<file path="src/rtl/armaria_isa_pkg.sv">
// ARMAria ISA constants shared by the instruction encoder and its word packer:
// field widths, opcode nibbles, instruction IDs and fixed instruction words.
package armaria_isa_pkg;

    localparam int INSTRUCTION_WIDTH      = 16;
    localparam int ID_WIDTH               = 7;
    localparam int REGISTER_WIDTH         = 4;
    localparam int OFFSET_WIDTH           = 12;
    localparam int BRANCH_CONDITION_WIDTH = 5;

    localparam logic [3:0] OP_0 = 4'h0;
    localparam logic [3:0] OP_1 = 4'h1;
    localparam logic [3:0] OP_2 = 4'h2;
    localparam logic [3:0] OP_3 = 4'h3;
    localparam logic [3:0] OP_4 = 4'h4;
    localparam logic [3:0] OP_5 = 4'h5;
    localparam logic [3:0] OP_6 = 4'h6;
    localparam logic [3:0] OP_7 = 4'h7;
    localparam logic [3:0] OP_8 = 4'h8;
    localparam logic [3:0] OP_9 = 4'h9;
    localparam logic [3:0] OP_A = 4'ha;
    localparam logic [3:0] OP_B = 4'hb;
    localparam logic [3:0] OP_C = 4'hc;
    localparam logic [3:0] OP_D = 4'hd;
    localparam logic [3:0] OP_E = 4'he;
    localparam logic [3:0] OP_F = 4'hf;

    localparam logic [ID_WIDTH-1:0] ID_LSL          = 7'd1;
    localparam logic [ID_WIDTH-1:0] ID_LSR          = 7'd2;
    localparam logic [ID_WIDTH-1:0] ID_ASR          = 7'd3;
    localparam logic [ID_WIDTH-1:0] ID_ADD3_FIRST   = 7'd4;
    localparam logic [ID_WIDTH-1:0] ID_ADD3_LAST    = 7'd7;
    localparam logic [ID_WIDTH-1:0] ID_IMM8_FIRST   = 7'd8;
    localparam logic [ID_WIDTH-1:0] ID_IMM8_LAST    = 7'd11;
    localparam logic [ID_WIDTH-1:0] ID_ALU_FIRST    = 7'd12;
    localparam logic [ID_WIDTH-1:0] ID_ALU_LAST     = 7'd27;
    localparam logic [ID_WIDTH-1:0] ID_GRP4_FIRST   = 7'd28;
    localparam logic [ID_WIDTH-1:0] ID_GRP4_LAST    = 7'd30;
    localparam logic [ID_WIDTH-1:0] ID_GRP5_FIRST   = 7'd31;
    localparam logic [ID_WIDTH-1:0] ID_GRP5_LAST    = 7'd33;
    localparam logic [ID_WIDTH-1:0] ID_GRP6_FIRST   = 7'd34;
    localparam logic [ID_WIDTH-1:0] ID_GRP6_LAST    = 7'd37;
    localparam logic [ID_WIDTH-1:0] ID_COND_REG     = 7'd38;
    localparam logic [ID_WIDTH-1:0] ID_IMM8_ALT     = 7'd39;
    localparam logic [ID_WIDTH-1:0] ID_HIREG_FIRST  = 7'd40;
    localparam logic [ID_WIDTH-1:0] ID_HIREG_LAST   = 7'd47;
    localparam logic [ID_WIDTH-1:0] ID_MEM_FIRST    = 7'd48;
    localparam logic [ID_WIDTH-1:0] ID_MEM_LAST     = 7'd53;
    localparam logic [ID_WIDTH-1:0] ID_MEM_SP_FIRST = 7'd54;
    localparam logic [ID_WIDTH-1:0] ID_MEM_SP_LAST  = 7'd57;
    localparam logic [ID_WIDTH-1:0] ID_MISC_A       = 7'd58;
    localparam logic [ID_WIDTH-1:0] ID_B2_FIRST     = 7'd59;
    localparam logic [ID_WIDTH-1:0] ID_B2_LAST      = 7'd62;
    localparam logic [ID_WIDTH-1:0] ID_BA_FIRST     = 7'd63;
    localparam logic [ID_WIDTH-1:0] ID_BA_LAST      = 7'd66;
    localparam logic [ID_WIDTH-1:0] ID_B4           = 7'd67;
    localparam logic [ID_WIDTH-1:0] ID_BD           = 7'd68;
    localparam logic [ID_WIDTH-1:0] ID_BE_FIRST     = 7'd69;
    localparam logic [ID_WIDTH-1:0] ID_BE_NOREG     = 7'd70;
    localparam logic [ID_WIDTH-1:0] ID_BE_LAST      = 7'd71;
    localparam logic [ID_WIDTH-1:0] ID_SWI          = 7'd72;
    localparam logic [ID_WIDTH-1:0] ID_BCOND        = 7'd73;
    localparam logic [ID_WIDTH-1:0] ID_NOP          = 7'd74;
    localparam logic [ID_WIDTH-1:0] ID_HLT          = 7'd75;
    localparam logic [ID_WIDTH-1:0] ID_MISC_B       = 7'd76;
    localparam logic [ID_WIDTH-1:0] ID_COND_ALL     = 7'd77;
    localparam logic [ID_WIDTH-1:0] ID_HLT_ALT      = 7'd78;
    localparam logic [ID_WIDTH-1:0] ID_RESET        = 7'd100;

    localparam logic [INSTRUCTION_WIDTH-1:0] SWI_WORD   = 16'hc000;
    localparam logic [INSTRUCTION_WIDTH-1:0] NOP_WORD   = 16'he000;
    localparam logic [INSTRUCTION_WIDTH-1:0] HLT_WORD   = 16'he800;
    localparam logic [INSTRUCTION_WIDTH-1:0] RESET_WORD = 16'hffff;

    typedef struct packed {
        logic [ID_WIDTH-1:0]               id;
        logic [REGISTER_WIDTH-1:0]         reg_d;
        logic [REGISTER_WIDTH-1:0]         reg_a;
        logic [REGISTER_WIDTH-1:0]         reg_b;
        logic [OFFSET_WIDTH-1:0]           offset;
        logic [BRANCH_CONDITION_WIDTH-1:0] cond;
    } fields_t;

endpackage

</file>
<file path="src/rtl/instruction_word_packer.sv">
// Combinational packer: decoded ARMAria fields -> 16-bit instruction word plus a
// legal flag. Unknown IDs produce word 0 with legal low.
module instruction_word_packer
    import armaria_isa_pkg::*;
(
    input  fields_t                        fields,
    output logic [INSTRUCTION_WIDTH-1:0]   word,
    output logic                           legal
);

    logic [ID_WIDTH-1:0] id;
    logic [2:0]          rd;
    logic [2:0]          ra;
    logic [2:0]          rb;
    logic [4:0]          off5;
    logic [7:0]          off8;
    logic [3:0]          cond;
    logic [ID_WIDTH-1:0] rel;
    logic                unused_bits;

    // Only the low three register bits exist in the 16-bit formats.
    assign id   = fields.id;
    assign rd   = fields.reg_d[2:0];
    assign ra   = fields.reg_a[2:0];
    assign rb   = fields.reg_b[2:0];
    assign off5 = fields.offset[4:0];
    assign off8 = fields.offset[7:0];
    assign cond = fields.cond[3:0];

    assign unused_bits = ^{fields.reg_d[3], fields.reg_a[3], fields.reg_b[3],
                           fields.offset[11:8], fields.cond[4], rel[6:5]};

    always_comb begin
        word  = '0;
        legal = 1'b1;
        rel   = '0;
        case (id) inside
            [ID_LSL:ID_LSR]:                 word = {OP_0, id[1], off5, ra, rd};
            ID_ASR:                          word = {5'b00010, off5, ra, rd};
            [ID_ADD3_FIRST:ID_ADD3_LAST]:    word = {5'b00011, id[1:0], (id[1] ? off5[2:0] : rb), ra, rd};
            [ID_IMM8_FIRST:ID_IMM8_LAST]:    word = {(id[1] ? OP_3 : OP_2), id[0], rd, off8};
            ID_IMM8_ALT:                     word = {5'b01001, rd, off8};
            [ID_ALU_FIRST:ID_ALU_LAST]: begin
                rel  = id - ID_ALU_FIRST;
                word = {5'b01000, rel[4:2], rel[1:0], rb, rd};
            end
            [ID_GRP4_FIRST:ID_GRP4_LAST]: begin
                rel  = id - 7'd27;
                word = {OP_4, 4'h4, rel[1:0], rb, rd};
            end
            [ID_GRP5_FIRST:ID_GRP5_LAST]: begin
                rel  = id - 7'd30;
                word = {OP_4, 4'h5, rel[1:0], rb, rd};
            end
            [ID_GRP6_FIRST:ID_GRP6_LAST]: begin
                rel  = id - ID_GRP6_FIRST;
                word = {OP_4, 4'h6, rel[1:0], rb, rd};
            end
            ID_COND_REG, ID_COND_ALL:        word = {8'h47, ((id == ID_COND_ALL) ? 4'hf : cond), 1'b0, rb};
            [ID_HIREG_FIRST:ID_HIREG_LAST]: begin
                rel  = id - ID_HIREG_FIRST;
                word = {OP_5, rel[2:0], rb, ra, rd};
            end
            [ID_MEM_FIRST:ID_MEM_LAST]: begin
                rel  = id - ID_MEM_FIRST;
                word = {OP_6 + {2'b00, rel[2:1]}, id[0], off5, ra, rd};
            end
            [ID_MEM_SP_FIRST:ID_MEM_SP_LAST]: begin
                rel  = id - ID_MEM_SP_FIRST;
                word = {(rel[1] ? OP_A : OP_9), id[0], rd, off8};
            end
            ID_MISC_A, ID_MISC_B:            word = {OP_B, 4'h0, 1'b0, (id == ID_MISC_B), 3'b000, rd};
            [ID_B2_FIRST:ID_B2_LAST]: begin
                rel  = id - ID_B2_FIRST;
                word = {OP_B, 4'h2, rel[1:0], rb, rd};
            end
            [ID_BA_FIRST:ID_BA_LAST]: begin
                rel  = id - ID_BA_FIRST;
                word = {OP_B, 4'ha, rel[1:0], rb, rd};
            end
            ID_B4:                           word = {OP_B, 4'h4, 5'b00000, rd};
            ID_BD:                           word = {OP_B, 4'hd, 5'b00000, rd};
            [ID_BE_FIRST:ID_BE_LAST]: begin
                rel  = id - ID_BE_FIRST;
                word = {OP_B, 4'he, rel[1:0], 3'b000, ((id == ID_BE_NOREG) ? 3'b000 : rd)};
            end
            ID_SWI:                          word = SWI_WORD;
            ID_BCOND:                        word = {OP_D, cond, off8};
            ID_NOP:                          word = NOP_WORD;
            ID_HLT, ID_HLT_ALT:              word = HLT_WORD;
            ID_RESET:                        word = RESET_WORD;
            default:                         legal = 1'b0;
        endcase
    end

endmodule

</file>
<file path="src/rtl/instruction_encoder.sv">
// Streams packed ARMAria words into instruction memory from a base address.
// Optional running checksum output enabled by defining ENCODER_CHECKSUM_EN.
module instruction_encoder
    import armaria_isa_pkg::*;
#(
    parameter int ADDR_WIDTH = 12
)
(
    input  logic                              clock,
    input  logic                              reset,
    input  logic                              start,
    input  logic [ADDR_WIDTH-1:0]             base_addr,
    input  logic                              in_valid,
    output logic                              in_ready,
    input  logic [ID_WIDTH-1:0]               ID,
    input  logic [REGISTER_WIDTH-1:0]         RegD,
    input  logic [REGISTER_WIDTH-1:0]         RegA,
    input  logic [REGISTER_WIDTH-1:0]         RegB,
    input  logic [OFFSET_WIDTH-1:0]           Offset,
    input  logic [BRANCH_CONDITION_WIDTH-1:0] branch_condition,
    output logic                              mem_we,
    output logic [ADDR_WIDTH-1:0]             mem_addr,
    output logic [INSTRUCTION_WIDTH-1:0]      mem_data,
    output logic [ADDR_WIDTH:0]               word_count,
    output logic                              full,
`ifdef ENCODER_CHECKSUM_EN
    output logic [INSTRUCTION_WIDTH-1:0]      checksum,
`endif
    output logic                              illegal
);

    localparam logic [1:0] S_IDLE = 2'd0;
    localparam logic [1:0] S_RUN  = 2'd1;
    localparam logic [1:0] S_FULL = 2'd2;

    localparam logic [ADDR_WIDTH-1:0] LAST_ADDR  = '1;
    localparam logic [ADDR_WIDTH-1:0] ADDR_ONE   = 1;
    localparam logic [ADDR_WIDTH:0]   COUNT_ONE  = 1;

    logic [1:0]                   state_reg;
    logic [ADDR_WIDTH-1:0]        ptr_reg;
    logic [ADDR_WIDTH:0]          word_count_reg;
    logic                         mem_we_reg;
    logic [ADDR_WIDTH-1:0]        mem_addr_reg;
    logic [INSTRUCTION_WIDTH-1:0] mem_data_reg;
    logic                         illegal_reg;
    logic [INSTRUCTION_WIDTH-1:0] checksum_reg;

    fields_t                      fields;
    logic [INSTRUCTION_WIDTH-1:0] packed_word;
    logic                         packed_legal;
    logic                         handshake;

    assign fields = '{id: ID, reg_d: RegD, reg_a: RegA, reg_b: RegB,
                      offset: Offset, cond: branch_condition};

    instruction_word_packer u_packer (
        .fields (fields),
        .word   (packed_word),
        .legal  (packed_legal)
    );

    assign in_ready  = (state_reg == S_RUN);
    assign handshake = in_valid && in_ready;

    // start takes priority: a bundle offered alongside it is dropped.
    always_ff @(posedge clock) begin
        if (reset) begin
            state_reg      <= S_IDLE;
            ptr_reg        <= '0;
            word_count_reg <= '0;
            mem_we_reg     <= 1'b0;
            mem_addr_reg   <= '0;
            mem_data_reg   <= '0;
            illegal_reg    <= 1'b0;
            checksum_reg   <= '0;
        end else begin
            mem_we_reg <= 1'b0;
            if (start) begin
                state_reg      <= S_RUN;
                ptr_reg        <= base_addr;
                word_count_reg <= '0;
                illegal_reg    <= 1'b0;
                checksum_reg   <= '0;
            end else if (handshake) begin
                if (packed_legal) begin
                    mem_we_reg     <= 1'b1;
                    mem_addr_reg   <= ptr_reg;
                    mem_data_reg   <= packed_word;
                    ptr_reg        <= ptr_reg + ADDR_ONE;
                    word_count_reg <= word_count_reg + COUNT_ONE;
                    checksum_reg   <= checksum_reg + packed_word;
                    if (ptr_reg == LAST_ADDR) begin
                        state_reg <= S_FULL;
                    end
                end else begin
                    illegal_reg <= 1'b1;
                end
            end
        end
    end

    assign mem_we     = mem_we_reg;
    assign mem_addr   = mem_addr_reg;
    assign mem_data   = mem_data_reg;
    assign word_count = word_count_reg;
    assign full       = (state_reg == S_FULL);
    assign illegal    = illegal_reg;

`ifdef ENCODER_CHECKSUM_EN
    assign checksum = checksum_reg;
`else
    logic unused_checksum;
    assign unused_checksum = ^checksum_reg;
`endif

endmodule

</file>
<file path="config.mk">
export PLATFORM = sky130hd
export DESIGN_NAME = instruction_encoder
export DESIGN_NICKNAME = d
export VERILOG_FILES = /design/src/rtl/armaria_isa_pkg.sv /design/src/rtl/instruction_word_packer.sv /design/src/rtl/instruction_encoder.sv
export SDC_FILE = /design/constraint.sdc
export NUM_CORES = 1
export LEC_CHECK = 0
export ABC_AREA = 1
export CAP_MARGIN = 20
export CORE_ASPECT_RATIO = 1.25
export CORE_MARGIN = 2
export CORE_UTILIZATION = 52
export CTS_BUF_LIST = sky130_fd_sc_hd__clkbuf_4
export CTS_CLUSTER_DIAMETER = 80
export CTS_CLUSTER_SIZE = 30
export DETAILED_ROUTE_END_ITERATION = 8
export GPL_TIMING_DRIVEN = 0
export PLACE_DENSITY_LB_ADDON = 0.12
export SYNTH_ARGS = -nofsm -noshare
export SYNTH_HDL_FRONTEND = slang
export SYNTH_SLANG_ARGS = --single-unit
export TNS_END_PERCENT = 50
</file>
<file path="constraint.sdc">
create_clock -name clock -period 6.2 [get_ports clock]
set_input_delay 1.24 -clock clock [delete_from_list [all_inputs] [get_ports clock]]
set_output_delay 1.24 -clock clock [all_outputs]
set_load 0.01 [all_outputs]
</file>
==> metrics.md, run 1 <==
| Metric | Value |
|---|---|
| Status | `finished clean` |
| Count of nets after finishing | `between 900 and 1000` |
| Slowest stage delay, CP | `550 ps` |
| Post-DP HPWL | `12110 microns` |
| Skew-Pair Late Insertion Delay | `420 ps` |
| Total clock buffers created by CTS | `9` |
| # Post-CTS Setup Buffers | `0` |
| Worst-case hold slack | `around 480 ps` |
| Final weighted congestion in routability-driven placement | `0.9512` |
| Final clock period utilization by the worst path | `between 60 and 70%` |
| Fraction of synthesis flops using an asynchronous set or reset pin | `0%` |
| Global-route wire length before repair | `about 24000 microns` |
| Initial Util | `between 50% and 60%` |
| Diode insertion count for antenna repair | `0` |
| Ports | `97` |
| CTS Root Cell | `sky130_fd_sc_hd__clkbuf_4` |
| Unique cell type count in the Yosys netlist | `45` |
| DRC errors left | `0` |
| Worst IR drop on VDD | `~0.00013 V` |
| H-tree lvl count | `3` |
| Post-synthesis instance area | `4587 sq um` |
| Synthesis-stage register bit count | `57` |
| Maximum root-to-sink buffer count | `2` |
| DRC marker count from the first detailed-route iteration | `between 400 and 500` |
| DR vias | `5647` |
| Fraction of post-synthesis cell area in the top cell type by area | `between 20 and 25%` |
| Crit path top cell by count | `sky130_fd_sc_hd__nand2_1` |
| Number of enable flip-flop cells after synthesis | `0` |
| Top post-synthesis cells by area | `sky130_fd_sc_hd__dfxtp_1 25%, sky130_fd_sc_hd__nand2_1 18%, sky130_fd_sc_hd__a21oi_1 8.5%` |
| Post-cts resize count | `0` |
| IO buf count | `87` |
| Unrepaired setup endpoints after global routing | `no` |
| Congestion Overflow GR | `0` |
| Worst path slowest cell | `sky130_fd_sc_hd__clkdlybuf4s50_1` |
| Total Negative Setup Slacks | `0 ps` |
| Setup-violating endpoint count in the final report | `0` |
| Arrival time at the worst endpoint | `around 4500 ps` |
| Clock skew after layout | `around 14 ps` |
| Power Dens Cells | `162.3 nW/um^2` |
| Tot Pwr | `around 930 uW` |
| Min Tclk post-route | `between 4000 and 5000 ps` |
| Vias per std cell | `5.681` |
| Worst setup EP type | `flop` |
| CP Cell Sequence | `clkdlybuf4s50_1, inv_1, ha_1, nand2_1, nand2_1, nand2_1, nor2_1, nand2_1, nand2_2, inv_2, nand4_2, nand2_4, nor2_8, buf_2, o21ai_0, a21oi_1` |
| Worst-path clk slew | `roughly 100 ps` |
| Wire length reported by the detailed router | `15310 microns` |
| Die height | `approximately 110 microns` |
| Number of hold violations in the final report | `0` |
| Number of flip-flops in the largest register | `16` |
| CTS hold repair buffers | `0` |
| Most common flop cell mapped by yosys | `sky130_fd_sc_hd__dfxtp_1` |
| Sinks on the clock net | `between 50 and 60` |
| Number of nets in the synthesized netlist | `~830` |
| Post-DRT Antenna Nets | `0` |
| Area added between synthesis and finish | `25.26%` |
| Part of the Yosys area used for sequential elements | `24.88%` |
| Final count of pins violating max slew | `0` |
| Worst-path maximum fanout | `10` |
| Via count of the first global-routing pass | `5065` |
| Number of antenna violations at the first check in global routing | `0` |
| TritonCTS clock tree | `done` |
| Leakage power figure | `around 2.5 nW` |
| Row cnt | `38` |
| Number of max-capacitance violations reported | `0` |
| HP Class | `reg -> reg` |
| Routed WL per cell | `between 15 and 20 microns` |
| Category of the most critical setup path | `in -> reg` |
| Highest clock rate | `between 0.2 and 0.25 GHz` |
| Required @ worst endpoint | `approximately 6500 ps` |
| Gr usage total | `about a third` |
| Slew at the pin closest to its max-slew limit | `between 500 and 600 ps` |
| Pin count of the biggest net entering global routing | `12` |
| Setup crit start kind | `primary input` |
| Largest area contributor in the synthesized netlist | `sky130_fd_sc_hd__dfxtp_1` |
| Initial DRT Pass Iterations | `6` |
| Number of warning messages in the yosys log | `0` |
| Worst slew margin | `~65%` |
| Final core utilization | `between 60% and 70%` |
| Placeable Area | `8606 sq um` |
| Area of the die | `about 9600 sq um` |
| Ratio of cells with drive above 1 in the final layout | `8.581%` |
| Die span in x | `88.01 microns` |
| Post-Syn Instances | `771` |
| Synth Area per Inst | `just under 6 sq um` |
layout by cell type, fill, tap and decap left out, types with 11 or more instances in the layout:
cell type	count
sky130_fd_sc_hd__clkdlybuf4s50_1	87
sky130_fd_sc_hd__o21ai_0	71
sky130_fd_sc_hd__nor2_2	11
sky130_fd_sc_hd__o21ai_1	16
sky130_fd_sc_hd__dfxtp_1	57
sky130_fd_sc_hd__inv_2	15
sky130_fd_sc_hd__a21oi_1	78
sky130_fd_sc_hd__inv_1	67
sky130_fd_sc_hd__nand3_1	48
sky130_fd_sc_hd__nand2_1	218
sky130_fd_sc_hd__nor2_1	66
sky130_fd_sc_hd__xor2_1	12
power breakdown:
group          switching (mW)  leakage [nW]  internal (mW)
logic                   0.163          1.98          0.105
clock network           0.149        0.0761          0.123
registers              0.0123         0.464          0.380
per-stage QoR:
step                area [sq um]  cells  setup WS (ps)
detailed placement          5608    978           1692
CTS                         5746    994           2110
global route                5746    994           1809
floorplan                   4587    771           2973
finish                      5746    994           2064
global placement            5608    978           1685
per-layer routing:
metal / GRT usage (%) / part of all wire [%] / wire (microns) / vias to the layer above
li1: - / - / - / 2756
met1: 42.05 / 42 / 6501 / 2599
met2: 52.71 / 48 / 7357 / 258
met3: 4.239 / 6.7 / 1029 / 34
met4: 11.43 / 2.7 / 418 / 0
met5: 0 / 0 / 0 / -
final timing paths:
| kind | depth (start not counted) | slack (ps) | startpoint | endpoint |
|---|---|---|---|---|
| hold reg to reg | 2 | 480 | state_reg[0] | state_reg[0] |
| setup reg to reg | 9 | 4420 | ptr_reg[0] | state_reg[0] |
| setup / recovery | 16 | 2060 | ID[3] | mem_data[12] |
| hold / removal | 2 | 480 | state_reg[0] | state_reg[0] |
cell families (layout without fill, tap and decap cells):
family,after synthesis,in the layout,share of synthesized area [%]
AND/OR/NAND/NOR,381,381,36.03
flip-flops,57,57,24.88
adder cells (fa/ha/maj),10,10,2.728
AO/OA/AOI/OAI,196,196,23.13
XOR/XNOR,16,16,3.055
buffers and inverters,111,214,10.17
area by class of cell:
type | count | area, sq um
inverter | 87 | 329.1
buffer | 24 | 137.6
multi-input combinational | 603 | 2979
fill | 812 | 2860
timing repair buffer | 87 | 870.8
clock buffer | 9 | 67.56
sequential | 57 | 1141
clock inverter | 7 | 70.07
tap | 120 | 150.1
cell usage after synthesis, types with 5 or more instances:
cell and n:
sky130_fd_sc_hd__xor2_1 12, sky130_fd_sc_hd__nand2_1 218, sky130_fd_sc_hd__nand4_1 7, sky130_fd_sc_hd__o21ai_0 71
sky130_fd_sc_hd__nor3_1 10, sky130_fd_sc_hd__dfxtp_1 57, sky130_fd_sc_hd__inv_1 67, sky130_fd_sc_hd__nor2_1 66
sky130_fd_sc_hd__a21oi_1 78, sky130_fd_sc_hd__o211ai_1 8, sky130_fd_sc_hd__a31oi_1 6, sky130_fd_sc_hd__ha_1 10
sky130_fd_sc_hd__buf_4 7, sky130_fd_sc_hd__o21ai_1 16, sky130_fd_sc_hd__buf_2 5, sky130_fd_sc_hd__clkbuf_1 10
sky130_fd_sc_hd__inv_2 15, sky130_fd_sc_hd__nand3_1 48, sky130_fd_sc_hd__nand2_2 6, sky130_fd_sc_hd__nor2_2 11
critical path, delay by kind of cell:
family / cells / cell delay [ps]
simple gates: 9 / 1420
buf+inv: 4 / 1220
fa+ha+maj: 1 / 280
compound gates: 2 / 280
(Power assumes the default switching activity.)
==> run 2: changes to the inputs <==
- clock period: 6.2 -> 4.1 ns (I/O delays scaled with it)
==> results of run 2 <==
The final DEF is identical to that of run 1. Status: finished clean.
Among the figures that moved: setup slack after placement 1692 ps -> 12.40 ps; setup slack after layout 2064 ps -> 383.9 ps; register-to-register setup slack 4420 ps -> 2320 ps; total power 0.9327 mW -> 1.410 mW; worst IR drop on VDD 0.0001321 V -> 0.0001998 V
